`src/rtl/ps2_scan_rx.sv`:
```
// rtl/ps2_scan_rx.sv - PS/2 keyboard frame receiver packing prefix bytes into 32-bit scan words
module ps2_scan_rx #(
    parameter int FILTER_LEN     = 8,
    parameter int TIMEOUT_CYCLES = 50000
) (
    input  logic        clk,
    input  logic        reset,
    input  logic        ps2c,
    input  logic        ps2d,
    output logic [31:0] x,
    output logic        flag,
    output logic        err
);

    localparam int FW = $clog2(FILTER_LEN + 1);
    localparam int TW = $clog2(TIMEOUT_CYCLES + 1);

    typedef enum logic [1:0] {
        IDLE,
        DATA,
        PARITY,
        STOP
    } state_t;

    logic          c_s1, c_s2, d_s1, d_s2;
    logic [FW-1:0] fcnt;
    logic          fc, fc_d;
    logic          fall;

    state_t        state_q, state_d;
    logic [2:0]    bitcnt;
    logic [7:0]    shreg;
    logic          parbit;
    logic          par_ok;
    logic [TW-1:0] tcnt;
    logic [23:0]   acc;

    logic          load_start, shift_en, par_en, good, bad, tmo;

    // Both pins idle high, so synchronizers and filter come out of reset at 1.
    always_ff @(posedge clk) begin
        if (reset) begin
            c_s1 <= 1'b1;
            c_s2 <= 1'b1;
            d_s1 <= 1'b1;
            d_s2 <= 1'b1;
        end else begin
            c_s1 <= ps2c;
            c_s2 <= c_s1;
            d_s1 <= ps2d;
            d_s2 <= d_s1;
        end
    end

    // fc follows c_s2 only after FILTER_LEN consecutive disagreeing samples.
    always_ff @(posedge clk) begin
        if (reset) begin
            fc   <= 1'b1;
            fc_d <= 1'b1;
            fcnt <= '0;
        end else begin
            fc_d <= fc;
            if (c_s2 != fc) begin
                if (fcnt == FW'(FILTER_LEN - 1)) begin
                    fc   <= c_s2;
                    fcnt <= '0;
                end else begin
                    fcnt <= fcnt + FW'(1);
                end
            end else begin
                fcnt <= '0;
            end
        end
    end

    assign fall   = fc_d & ~fc;
    assign par_ok = ^{shreg, parbit};

    always_comb begin
        state_d    = state_q;
        load_start = 1'b0;
        shift_en   = 1'b0;
        par_en     = 1'b0;
        good       = 1'b0;
        bad        = 1'b0;
        tmo        = 1'b0;
        case (state_q)
            IDLE: begin
                if (fall && !d_s2) begin
                    state_d    = DATA;
                    load_start = 1'b1;
                end
            end
            DATA: begin
                if (fall) begin
                    shift_en = 1'b1;
                    if (bitcnt == 3'd7) state_d = PARITY;
                end
            end
            PARITY: begin
                if (fall) begin
                    par_en  = 1'b1;
                    state_d = STOP;
                end
            end
            STOP: begin
                if (fall) begin
                    state_d = IDLE;
                    if (d_s2 && par_ok) good = 1'b1;
                    else                bad  = 1'b1;
                end
            end
            default: state_d = IDLE;
        endcase
        // A bit arriving in the same cycle wins over an expiring timer.
        if (state_q != IDLE && !fall && tcnt >= TW'(TIMEOUT_CYCLES - 1)) begin
            state_d    = IDLE;
            load_start = 1'b0;
            tmo        = 1'b1;
        end
    end

    always_ff @(posedge clk) begin
        if (reset) begin
            state_q <= IDLE;
            bitcnt  <= '0;
            shreg   <= '0;
            parbit  <= 1'b0;
            tcnt    <= '0;
            acc     <= '0;
            x       <= '0;
            flag    <= 1'b0;
            err     <= 1'b0;
        end else begin
            state_q <= state_d;
            flag    <= 1'b0;
            err     <= 1'b0;

            if (state_q == IDLE || fall)
                tcnt <= '0;
            else if (tcnt != TW'(TIMEOUT_CYCLES))
                tcnt <= tcnt + TW'(1);

            if (load_start)
                bitcnt <= '0;
            if (shift_en) begin
                shreg  <= {d_s2, shreg[7:1]};
                bitcnt <= bitcnt + 3'd1;
            end
            if (par_en)
                parbit <= d_s2;

            if (good) begin
                if (shreg == 8'hE0 || shreg == 8'hF0) begin
                    acc <= {acc[15:0], shreg};
                end else begin
                    x    <= {acc, shreg};
                    flag <= 1'b1;
                    acc  <= '0;
                end
            end
            if (bad || tmo) begin
                err <= 1'b1;
                acc <= '0;
            end
        end
    end

endmodule

```
`config.mk`:
```
export PLATFORM = sky130hd
export DESIGN_NAME = ps2_scan_rx
export DESIGN_NICKNAME = d
export VERILOG_FILES = /design/src/rtl/ps2_scan_rx.sv
export SDC_FILE = /design/constraint.sdc
export NUM_CORES = 1
export LEC_CHECK = 0
export ABC_AREA = 1
export ABC_CLOCK_PERIOD_IN_PS = 1550
export CORE_MARGIN = 8
export CORE_UTILIZATION = 45
export DETAILED_ROUTE_END_ITERATION = 10
export PLACE_DENSITY_LB_ADDON = 0.1
export SLEW_MARGIN = 15
export SYNTH_ARGS = -nofsm -noshare
export SYNTH_HDL_FRONTEND = slang
export SYNTH_SLANG_ARGS = --single-unit
export TNS_END_PERCENT = 100
```
`constraint.sdc`:
```
create_clock -name clk -period 1.55 [get_ports clk]
set_input_delay 0.31 -clock clk [delete_from_list [all_inputs] [get_ports clk]]
set_output_delay 0.31 -clock clk [all_outputs]
set_load 0.01 [all_outputs]
```
==> results_dict.tcl, run 1 <==
set metrics [dict create \
    synth_nets 558 \
    synthMuxAreaShare 0 \
    synth_cell_types 31 \
    vias 3777 \
    hold_path_depth 1 \
    nets 672 \
    die_area_mm2 0.0123 \
    die_h_um 111 \
    worst_r2r_path_depth 11 \
    cts-hold-fix-buffers 0 \
    ios 38 \
    cts.sinks 98 \
    rsz0062_at_grt "yes" \
    fmax_ghz 0.556 \
    ys_warn_count 0 \
    grt_max_degree 22 \
    port_buffers 37 \
    gp_congestion 0.830 \
    synth_top_family_by_area "simple AND/OR/NAND/NOR gates" \
    pre_cts_ws_ns -0.200 \
    synth-simple-area-share 0.283 \
    hold_viol_final 0 \
    skew_ns 0.0219 \
    vias_per_cell 4.89 \
    slew_violations 0 \
    intPower_uw 3370 \
    dr.pass1.iters 4 \
    drc_errors 0 \
    synth_seq_cells 98 \
    path_max_fanout 4 \
    cp.arrival_ns 2.12 \
    status "complete, but fails checks" \
    hp-start "d_s1" \
    setup_violations 62 \
    comb_power_share 0.093 \
    rrSetupSlack_ns -0.25 \
    grt_pass1_wl_um 16600 \
    drive_gt1_frac 0.411 \
    die-width_um 111 \
    clock_path_buffers 2 \
    rows 34 \
    wl_per_cell_um 13.6 \
    seqPwrFrac 0.551 \
    grt_use_total 0.158 \
    antenna_cells 0 \
    crit_buf_inv 2 \
    switchingPower_uw 1250 \
    worst-setup-path-type "reg -> reg" \
    cts_tree "built" \
    postLayoutCellArea_mm2 0.00616 \
    clkPwrFrac 0.356 \
    synth.yosys.seq_area_share 0.482 \
    synthXorXnorAreaFrac 0.00645 \
    cp-end-kind "flop" \
    period_needed_ns 1.80 \
    leakage_uw 0.00277 \
    grt-ovfl-total 0 \
    cts_max_level 3 \
    cp_slowest_stage_delay_ns 0.37 \
    drt_iter0_markers 130 \
    syn_avg_cell_area_um2 7.47 \
    r2r_start "tcnt[0]" \
    hold_class "reg -> reg" \
    synth_area_mm2 0.00407 \
    yosys.area_share.adder 0.0277 \
    crit_chain "ha_4 -> nand2_2 -> inv_2 -> nand2_2 -> nand3_2 -> a21oi_2 -> o21bai_1 -> a21oi_2 -> nand3_4 -> clkbuf_16 -> nor2_2" \
    slew_headroom 0.736 \
    grt_pass1_vias 3601 \
    critPathTopFamily "compound AO/OA/AOI/OAI gates" \
    hpwlAfterDp_um 6150 \
    area_growth_pct 51.3 \
    root_buffer "clkbuf_8" \
    vdd_drop_max_mv 0.554 \
    place_area_mm2 0.00489 \
    violations "negative setup slack" \
    wirelength_um 10500 \
    cts.clk_slew.worst_paths_ns 0.12 \
    initial_utilization 0.465 \
    numCtsBuffers 9 \
    required_ns 1.87 \
    cp-start-kind "flop" \
    fin_ws_ns -0.249 \
    finalCritPeriodShare 1.16 \
    critPathSlowestCell "dfxtp_4" \
    holdPathEnd "d_s2" \
    synth_cells 545 \
    ant_nets 0 \
    core_mm2 0.00876 \
    antenna_found_initial 0 \
    switching_share 0.271 \
    worstReg2RegEnd "acc[14]" \
    power.density_mw_per_mm2 751 \
    p_total_uw 4630 \
    worstMarginPinSlew_ns 0.395 \
    max_cap_violations 0 \
    clock_latency_ns 0.37 \
    whs_ns 0.417 \
    synth-compound-area-share 0.108 \
]
-- metal layers --
metal | part of all wire | wire (um) | global-route usage
met1 | 0.45 | 4710 | 0.191
met2 | 0.51 | 5410 | 0.271
met3 | 0.027 | 286 | 0.0444
met4 | 0.011 | 121 | 0.0373
met5 | 0 | 0 | 0
-- area by class of cell --
| type | instances | area, um2 |
|---|---|---|
| fill | 657 | 2600 |
| sequential | 98 | 1990 |
| tap | 108 | 135 |
| clock buffer | 9 | 124 |
| clock inverter | 7 | 71.3 |
| multi-input combinational | 356 | 2330 |
| timing repair buffer | 120 | 1230 |
| inverter | 74 | 283 |
-- synth_stat cells (all sizes together) --
master / instances / share of area
o31ai: 1 / 0.0018
buf: 12 / 0.021
o21a: 1 / 0.0018
a31oi: 2 / 0.0031
nor2: 107 / 0.11
nand4: 9 / 0.018
o22ai: 17 / 0.026
a221oi: 1 / 0.0022
ha: 9 / 0.028
clkbuf: 5 / 0.0046
inv: 74 / 0.068
nor3b: 1 / 0.0018
o21ai: 19 / 0.023
o21bai: 2 / 0.0037
a211o: 1 / 0.0022
nor3: 7 / 0.0086
nand3: 14 / 0.023
xor2: 3 / 0.0065
o211ai: 1 / 0.0018
or2: 7 / 0.011
dfxtp: 98 / 0.48
nand2: 121 / 0.11
a21oi: 33 / 0.041
-- layout by cell type, fill, tap and decap left out, drive strengths merged --
master | Yosys | final
a221oi | 1 | 1
a21oi | 33 | 33
inv | 74 | 78
nand2 | 121 | 121
nor3b | 1 | 1
or2 | 7 | 7
o21ai | 19 | 19
ha | 9 | 9
clkinvlp | 0 | 2
dfxtp | 98 | 98
o211ai | 1 | 1
clkbuf | 5 | 12
nand4 | 9 | 9
o21a | 1 | 1
nor3 | 7 | 7
clkinv | 0 | 1
o21bai | 2 | 2
clkdlybuf4s50 | 0 | 3
buf | 12 | 80
nand3 | 14 | 14
a31oi | 2 | 2
o31ai | 1 | 1
xor2 | 3 | 3
dlygate4sd2 | 0 | 34
nor2 | 107 | 107
o22ai | 17 | 17
a211o | 1 | 1
-- per-stage QoR --
stage | TNS [ns] | utilization | instances
after detailed placement | -7.24 | 0.559 | 722
after global placement | -4.82 | 0.559 | 722
after CTS | -6.52 | 0.630 | 762
final | -8.95 | 0.703 | 772
after floorplan | -0.409 | - | 545
after global routing | -13.86 | 0.703 | 772
-- worst reg2reg max path, cell delays in order (launching register included) --
cell and delay (ns):
dfxtp_4 0.37, ha_4 0.16, nand2_2 0.06, inv_2 0.04
nand2_2 0.07, nand3_2 0.07, a21oi_2 0.13, o21bai_1 0.11
a21oi_2 0.26, nand3_4 0.18, clkbuf_16 0.20, nor2_2 0.09
-- power by group through the flow --
| stage | logic [uW] | clock network, uW | registers [uW] |
|---|---|---|---|
| 2_1_floorplan | 157 | 0 | 2610 |
| 3_3_place_gp | 260 | 0 | 2610 |
| 3_5_place_dp | 264 | 0 | 2610 |
| 4_1_cts | 294 | 1690 | 2550 |
| 5_1_grt | 466 | 1800 | 2550 |
| 6_report | 432 | 1640 | 2550 |
-- sequential cells by signal (all words and copies together) (netlist names), 2 cells and up --
name,flops
state_q,2
shreg,8
x,32
fcnt,4
acc,24
bitcnt,3
tcnt,16
-- cell families after synthesis --
family / count (synthesis)
simple gates: 266
flops: 98
buf+inv: 91
compound gates: 78
fa+ha+maj: 9
xor+xnor: 3
-- worst max-delay path by stage --
stage / from / to / slack [ns] / depth (start not counted)
3_3_place_gp: tcnt[0] / acc[9] / -0.16 / 10
3_5_place_dp: tcnt[0] / acc[12] / -0.20 / 10
5_1_grt: tcnt[0] / acc[14] / -0.29 / 11
2_1_floorplan: tcnt[0] / acc[14] / -0.04 / 11
4_1_cts: shreg[2] / acc[12] / -0.16 / 14
6_report: tcnt[0] / acc[14] / -0.25 / 11
-- timing repair --
action                                  in CTS  in global routing
endpoints found under the setup margin     111                 85
cloned                                       6                  3
resized for setup                           99                164
buffers inserted                            18                 12
pin swaps                                   15                 50
(Power assumes the default switching activity.)
==> inputs of run 2 (changes only) <==
--- a/config.mk
+++ b/config.mk
@@ -10,6 +10,7 @@
 export CORE_MARGIN = 8
 export CORE_UTILIZATION = 45
 export DETAILED_ROUTE_END_ITERATION = 10
+export GPL_TIMING_DRIVEN = 1
 export PLACE_DENSITY_LB_ADDON = 0.1
 export SLEW_MARGIN = 15
 export SYNTH_ARGS = -nofsm -noshare
==> results of run 2 <==
Same layout as run 1: the final DEF is identical, and so are final timing and power.
==> inputs of run 3 (changes only) <==
--- a/config.mk
+++ b/config.mk
@@ -11,6 +11,7 @@
 export CORE_UTILIZATION = 45
 export DETAILED_ROUTE_END_ITERATION = 10
 export GPL_TIMING_DRIVEN = 1
+export HOLD_SLACK_MARGIN = 0.05
 export PLACE_DENSITY_LB_ADDON = 0.1
 export SLEW_MARGIN = 15
 export SYNTH_ARGS = -nofsm -noshare
==> results of run 3 <==
Same layout as run 1: the final DEF is identical, and so are final timing and power.
